### src/rtl/imem_boot_ctrl_if.sv
// Loader-side valid/ready handshake carrying instruction words into
// imem_boot_ctrl. The loader is the master, the controller the slave.
interface imem_boot_ctrl_if;
    logic        ld_valid;
    logic        ld_ready;
    logic [31:0] ld_data;
    logic        ld_last;

    modport master (
        output ld_valid,
        output ld_data,
        output ld_last,
        input  ld_ready
    );

    modport slave (
        input  ld_valid,
        input  ld_data,
        input  ld_last,
        output ld_ready
    );
endinterface

### src/rtl/imem_boot_ctrl.sv
// Boot/reload controller for the instruction memory of the single-cycle core.
// Streams loader words into consecutive memory words starting at address 0,
// feeds NOPs to the core while loading, and releases the core once the final
// write has landed.
// Optional feature: define IMEM_CKSUM_EN to add an XOR checksum word after
// the last program word (CHK state); a mismatch ends in ERR.
module imem_boot_ctrl #(
    parameter int unsigned DEPTH    = 101,
    parameter int unsigned CNT_W    = 7,
    parameter logic [31:0] NOP_INST = 32'h0000_0013
) (
    input  logic               clk,
    input  logic               rst,
    input  logic               boot,
    input  logic               reload,
    imem_boot_ctrl_if.slave    ld,
    output logic               mem_we,
    output logic [31:0]        mem_waddr,
    output logic [31:0]        mem_wdata,
    input  logic [31:0]        imem_inst,
    output logic [31:0]        fetch_inst,
    output logic               core_run,
    output logic               load_err,
    output logic [CNT_W-1:0]   words_loaded
);

    localparam logic [2:0] S_IDLE = 3'd0;
    localparam logic [2:0] S_LOAD = 3'd1;
    localparam logic [2:0] S_FIN  = 3'd2;
    localparam logic [2:0] S_RUN  = 3'd3;
    localparam logic [2:0] S_ERR  = 3'd4;
`ifdef IMEM_CKSUM_EN
    localparam logic [2:0] S_CHK  = 3'd5;
`endif

    localparam logic [CNT_W-1:0] LAST_IDX = CNT_W'(DEPTH - 1);

    logic [2:0]       state;
    logic [2:0]       state_nx;
    logic [CNT_W-1:0] word_cnt;
    logic             beat;
    logic             load_beat;
    logic             enter_load;
    logic             enter_err;

`ifdef IMEM_CKSUM_EN
    logic [31:0]      cksum;
    assign ld.ld_ready = (state == S_LOAD) || (state == S_CHK);
`else
    assign ld.ld_ready = (state == S_LOAD);
`endif

    assign beat       = ld.ld_valid && ld.ld_ready;
    assign load_beat  = beat && (state == S_LOAD);
    assign enter_load = (state_nx == S_LOAD) && (state != S_LOAD);
    assign enter_err  = (state_nx == S_ERR) && (state != S_ERR);
    assign fetch_inst = core_run ? imem_inst : NOP_INST;

    // Next-state selection for the load sequencer
    always_comb begin
        state_nx = state;
        case (state)
            S_IDLE: if (boot) state_nx = S_LOAD;
            S_LOAD: begin
                if (beat) begin
                    if (ld.ld_last) begin
`ifdef IMEM_CKSUM_EN
                        state_nx = S_CHK;
`else
                        state_nx = S_FIN;
`endif
                    end else if (word_cnt == LAST_IDX) begin
                        state_nx = S_ERR;
                    end
                end
            end
`ifdef IMEM_CKSUM_EN
            S_CHK:  if (beat) state_nx = (ld.ld_data == cksum) ? S_FIN : S_ERR;
`endif
            S_FIN:  state_nx = S_RUN;
            S_RUN:  if (reload) state_nx = S_LOAD;
            S_ERR:  if (reload) state_nx = S_LOAD;
            default: state_nx = S_IDLE;
        endcase
    end

    // State register; core_run tracks RUN exactly, one register stage
    always_ff @(posedge clk or posedge rst) begin
        if (rst) begin
            state    <= S_IDLE;
            core_run <= 1'b0;
        end else begin
            state    <= state_nx;
            core_run <= (state_nx == S_RUN);
        end
    end

    // Memory write port: one-cycle write pulse per accepted program word
    always_ff @(posedge clk or posedge rst) begin
        if (rst) begin
            mem_we    <= 1'b0;
            mem_waddr <= '0;
            mem_wdata <= '0;
        end else begin
            mem_we <= load_beat;
            if (load_beat) begin
                mem_waddr <= 32'({word_cnt, 2'b00});
                mem_wdata <= ld.ld_data;
            end
        end
    end

    // Word counter: cleared on every entry to LOAD, bumped per written word
    always_ff @(posedge clk or posedge rst) begin
        if (rst) begin
            word_cnt <= '0;
        end else if (enter_load) begin
            word_cnt <= '0;
        end else if (load_beat) begin
            word_cnt <= word_cnt + 1'b1;
        end
    end

    // Load status: error flag and size of the last completed program
    always_ff @(posedge clk or posedge rst) begin
        if (rst) begin
            load_err     <= 1'b0;
            words_loaded <= '0;
        end else begin
            if (enter_load) begin
                load_err <= 1'b0;
            end else if (enter_err) begin
                load_err <= 1'b1;
            end
            if (load_beat && ld.ld_last) begin
                words_loaded <= word_cnt + 1'b1;
            end
        end
    end

`ifdef IMEM_CKSUM_EN
    // XOR of all program words; the checksum word itself is not folded in
    always_ff @(posedge clk or posedge rst) begin
        if (rst) begin
            cksum <= '0;
        end else if (enter_load) begin
            cksum <= '0;
        end else if (load_beat) begin
            cksum <= cksum ^ ld.ld_data;
        end
    end
`endif

endmodule
### src/flat_wrapper.sv
// flat-port wrapper written by rule: the top's interface ports become plain ports
module imem_boot_ctrl_flat 
#(
    parameter int unsigned DEPTH    = 101,
    parameter int unsigned CNT_W    = 7,
    parameter logic [31:0] NOP_INST = 32'h0000_0013
)
  (clk, rst, boot, reload, mem_we, mem_waddr, mem_wdata, imem_inst, fetch_inst, core_run, load_err, words_loaded, ld_ld_valid, ld_ld_data, ld_ld_last, ld_ld_ready);
  imem_boot_ctrl_if ld_i ();
  input  logic clk;
  input  logic rst;
  input  logic boot;
  input  logic reload;
  output logic mem_we;
  output logic [31:0] mem_waddr;
  output logic [31:0] mem_wdata;
  input  logic [31:0] imem_inst;
  output logic [31:0] fetch_inst;
  output logic core_run;
  output logic load_err;
  output logic [CNT_W-1:0] words_loaded;
  input wire logic [$bits(ld_i.ld_valid)-1:0] ld_ld_valid;
  input wire logic [$bits(ld_i.ld_data)-1:0] ld_ld_data;
  input wire logic [$bits(ld_i.ld_last)-1:0] ld_ld_last;
  output wire logic [$bits(ld_i.ld_ready)-1:0] ld_ld_ready;
  assign ld_i.ld_valid = ld_ld_valid;
  assign ld_i.ld_data = ld_ld_data;
  assign ld_i.ld_last = ld_ld_last;
  assign ld_ld_ready = ld_i.ld_ready;
  imem_boot_ctrl #(.DEPTH(DEPTH), .CNT_W(CNT_W), .NOP_INST(NOP_INST)) u_core (.clk(clk), .rst(rst), .boot(boot), .reload(reload), .ld(ld_i), .mem_we(mem_we), .mem_waddr(mem_waddr), .mem_wdata(mem_wdata), .imem_inst(imem_inst), .fetch_inst(fetch_inst), .core_run(core_run), .load_err(load_err), .words_loaded(words_loaded));
endmodule
### config.mk
export PLATFORM = sky130hd
export DESIGN_NAME = imem_boot_ctrl_flat
export DESIGN_NICKNAME = d
export VERILOG_FILES = /design/src/rtl/imem_boot_ctrl_if.sv /design/src/rtl/imem_boot_ctrl.sv /design/src/flat_wrapper.sv
export SDC_FILE = /design/constraint.sdc
export NUM_CORES = 1
export LEC_CHECK = 0
export CORE_ASPECT_RATIO = 0.6
export CORE_MARGIN = 1
export CORE_UTILIZATION = 37
export DETAILED_ROUTE_END_ITERATION = 12
export GPL_TIMING_DRIVEN = 1
export PLACE_DENSITY = 0.81
export SKIP_CTS_REPAIR_TIMING = 1
export SYNTH_ARGS = -nofsm -noshare
export SYNTH_HDL_FRONTEND = slang
export SYNTH_SLANG_ARGS = --single-unit
### constraint.sdc
create_clock -name clk -period 1.85 [get_ports clk]
set_input_delay 0.2775 -clock clk [delete_from_list [all_inputs] [get_ports clk]]
set_output_delay 0.2775 -clock clk [all_outputs]
set_load 0.1 [all_outputs]
## Yosys cells after proc, flatten, opt, wreduce, memory -nomap -nowiden

Index checks and enable logic that the tools add are counted.

| cells by class | value |
|---|---|
| add/subtract/negate cells | 1 |
| eq/ne operators | 10 |
| mux-type cells | 11 |
| reductions and logical operators | 9 |

Operators by type and width:

| operator | count |
|---|---|
| $mux 32 | 1 |
| $mux 3 | 5 |
| $mux 7 | 2 |
| $pmux 3 s4 | 1 |
| $eq 3x2->1 const B | 3 |
| $add 7x1->7 const B | 1 |
| $eq 7x7->1 const B | 1 |
| $eq 3x1->1 const B | 2 |
| $eq 3x3->1 const B | 2 |
| $logic_and 1x1->1 | 5 |
| $reduce_bool 2->1 | 2 |
| $logic_not 3->1 | 1 |
| $ne 3x1->1 const B | 1 |
| $ne 3x3->1 const B | 1 |
| $mux 1 | 2 |
| $reduce_or 2->1 | 1 |

| storage, ports and cells | value |
|---|---|
| register bits after elaboration | 59 |
| input bits | 70 |
| logic and storage cells | 39 |

## Logic depth before layout (Yosys ltp)

| logic depth | value |
|---|---|
| depth in word-level cells | 9 |
| mapped depth | 6 |
| depth with buffers taken out | 6 |

## Worst setup path before layout

Ideal clock, no wire load.

| timing | value |
|---|---|
| kind | reg-to-reg |
| start | reg u_core.state[2] |
| end | reg u_core.state[2] |
| setup time | 0.065 ns |
| data arrival time | 3.276 ns |
| required time | 1.785 ns |
| slack | -1.491 ns |
| cell stages (with the launch flop) | 5 |
| period minus slack after synthesis | 3.341 ns |
| path through | dfrtp_1 nor3b_1 nand2_1 o22ai_1 o21a_1 |

| on the way | value |
|---|---|
| word-level cells in the longest chain between the ends | 4 |
| elaborated cells on any way between the ends | 13 |
| those cells by class | 4 x eq/ne; 6 x mux; 3 x reduce/logical |

Ends and longest elaborated chain:

| item | RTL line | RTL |
|---|---|---|
| start: declaration | imem_boot_ctrl.sv:38 | `logic [2:0] state;` |
| start signal: assignment | imem_boot_ctrl.sv:93 | `state <= state_nx;` |
| $eq 3x1->1 * | imem_boot_ctrl.sv:50 | `assign ld.ld_ready = (state == S_LOAD);` |
| net ld_ld_ready | flat_wrapper.sv:25 | `output wire logic [$bits(ld_i.ld_ready)-1:0] ld_ld_ready;` |
| $logic_and 1x1->1 | imem_boot_ctrl.sv:53 | `assign beat = ld.ld_valid && ld.ld_ready;` |
| $mux 3 | imem_boot_ctrl.sv:65 | `if (beat) begin` |
| $pmux 3 s4 * | imem_boot_ctrl.sv:62 | `case (state)` |
| net u_core.state_nx[2] | imem_boot_ctrl.sv:39 | `logic [2:0] state_nx;` |

The timed path passes the listed nets; every way through them passes the cells marked *.
A chain may end at the register's enable or synchronous reset.

## Worst setup path in the final report

| timing | value |
|---|---|
| start | reg u_core.core_run |
| end | out fetch_inst[14] |

| on the way | value |
|---|---|
| word-level cells in the longest chain between the ends | 1 |

Ends and longest elaborated chain:

| item | RTL line | RTL |
|---|---|---|
| start: declaration | imem_boot_ctrl.sv:22 | `output logic core_run,` |
| start signal: assignment | imem_boot_ctrl.sv:94 | `core_run <= (state_nx == S_RUN);` |
| $mux 32 | imem_boot_ctrl.sv:57 | `assign fetch_inst = core_run ? imem_inst : NOP_INST;` |
| end: declaration | flat_wrapper.sv:18 | `output logic [31:0] fetch_inst;` |

Every way passes these cells.

==> results.md <==
- Worst Setup End Kind: output pin
- IO Pins: 177
- Fin Hold WS: 0.270 ns
- Core Area: 7300 sq um
- Status: completed
- Initial antenna violation count: 0
- Area of the multi-input gates: 1200 sq um
- Synth top area cells: dfrtp_1 53%, mux2_2 16%, buf_4 7.8%
- Commonest non-fill, non-tap cell in the layout: clkdlybuf4s50_1
- Antenna viol nets, final: 0
- Max-slew violations: 0
- Mean post-synth cell area: 11.8 sq um
- Crit path DAT: 1.43 ns
- First-pass GRT wire length: 11.5 mm
- # diodes: 0
- Yosys reg bits: 59
- Post-Syn Area: 2800 sq um
- DIE HEIGHT: 69.4 microns
- Gr ovfl total: 0
- Worst-skew pair later-pin latency: 0.32 ns
- Max Buffers Root-to-Sink: 2
- Hpwl dp: 5.37 mm
- Ys async rst share: 100%
- WL final: 6.94 mm
- Post-synth EDFFs: 0
- Critical-path maximum fanout: 33
- Final-layout fill cell count: 531
- Area growth from synthesis to layout: 78.5%
- F_max: 585 MHz
- Num Clock Sinks: 59
- Post-route cell area: 5000 sq um
- Minimum clock period: 1.71 ns
- Vias in the first global route: 2224
- CTS tree: built
- RSZ-0062 raised after global routing: false
- RD Place Congestion: 0.764
- Final net count: 467
- Seq. cell area: 1480 sq um
- CP Launch Type: flop
- Hold Crit Class: input pin to async pin
- Area after DPL: 4660 sq um
- Num CTS Buffers: 9
- Critical path required time: 1.57 ns
- Most frequent cells in the layout: 69 x clkdlybuf4s50_1, 58 x dfrtp_1, 53 x buf_4
- Row count: 24
- Sequential cell area fraction in the yosys report: 52.7%
- Number of synthesis warnings: 0
- Starting density of the core: 38.4%
- Layout cells sized above 1: 45.0%
- Post-synthesis cell type count: 30
- CP Class: flop to output pin
- Horiz. Die Dim: 114 microns
- Vias: 2194
- Largest net degree at the start of global routing: 49
- Clk_skew: 0.00528 ns
- Port Buf Inserts: 151
- H-tree levels: 3
- Clock Root Buffer: clkbuf_16
- Drt pass-1 iters: 4
- Final setup viols: 0
- Wirelength per Cell: 13.8 microns
- Post-synth top flop: dfrtp_1
- Post-Synthesis Cells: 238
- Iter 0 DRT Violations: 49
- Final Hold Viols: 0
- Tcrit/Tclk final: 92.4%
- Die area: 7930 sq um
- Yosys top cell by area: dfrtp_1
- DRC Markers: 0
- Maxcap violations: 0
- Area share of the largest cell type after synthesis: 52.7%
- Clock Pin Slew Worst Setup and Hold Paths: 0.05 ns
- Total track usage: 19.1%
- Avg Vias per Cell: 4.35
==> cell usage after synthesis (all sizes together) (2+ instances only) <==
cell type and count:
clkbuf 5, inv 4, dfrtp 59, mux2 40, nor4bb 2, nor2 11, nand2 13, buf 32
nand2b 3, and2 29, xor2 7, o21ai 6, ha 2, nand4 3, nor3b 2, xnor2 4
and3 2, nand3 4, a21oi 2
==> metrics by stage <==
step / util (%) / std cells / setup slack (ns) / TNS [ns]
after floorplan: - / 262 / -0.0138 / -0.0138
after global placement: 63.8 / 488 / -0.0865 / -3.50
after detailed placement: 63.8 / 488 / -0.109 / -4.11
after CTS: 68.5 / 504 / 0.114 / 0
after global routing: 68.5 / 504 / 0.0152 / 0
final: 68.5 / 504 / 0.141 / 0
==> final timing paths <==
path / startpoint / end / slack, ns / cells after the start
max: u_core.core_run$_DFF_PP0_ / fetch_inst[14] / 0.14 / 2
min: rst / u_core.mem_wdata[15]$_DFFE_PP0P_ / 0.27 / 2
max reg2reg: u_core.state[1]$_DFF_PP0_ / u_core.word_cnt[6]$_DFFE_PP0P_ / 0.19 / 5
min reg2reg: u_core.words_loaded[4]$_DFFE_PP0P_ / u_core.words_loaded[4]$_DFFE_PP0P_ / 0.48 / 2
max in group asynchronous: rst / u_core.words_loaded[2]$_DFFE_PP0P_ / 1.10 / 3
min in group clk: u_core.words_loaded[4]$_DFFE_PP0P_ / u_core.words_loaded[4]$_DFFE_PP0P_ / 0.48 / 2
==> metal layers <==
layer	wire length [microns]	vias to the layer above	GRT usage, %
met3	570	4	6.91
li1	-	1055	-
met1	3040	1037	24.2
met4	53	0	5.19
met2	3290	98	30.8
met5	0	-	0
==> sequential cells by signal (all words and copies together) (netlist names) <==
register / count
u_core.word_cnt: 7
u_core.load_err: 1
u_core.core_run: 1
u_core.state: 3
u_core.mem_we: 1
u_core.mem_wdata: 32
u_core.mem_waddr: 7
u_core.words_loaded: 7
==> area by class of cell <==
cell class	instances	area share, %
clock buffers	11	4.85
clock inverters	5	2.00
inverters	4	0.300
multi-input cells	162	24.1
flip-flops and latches	59	29.6
well taps	104	2.60
repair buffers	159	36.6
==> logic make-up after synthesis <==
kind of cell	share of synthesized area (%)
compound gates	3.13
buf+inv	9.74
xor+xnor	3.44
mux	16.1
simple gates	13.9
fa+ha+maj	0.893
flops	52.7
other cells	0.134
==> critical path, stage by stage, from the launching register on <==
cell and delay, ns:
dfrtp_2 0.66, and2_2 0.27, buf_12 0.18
Power of run 1 is left out: the tool's default activity adds up to more than one toggle a clock period on the data nets, which glitch-free logic cannot reach.
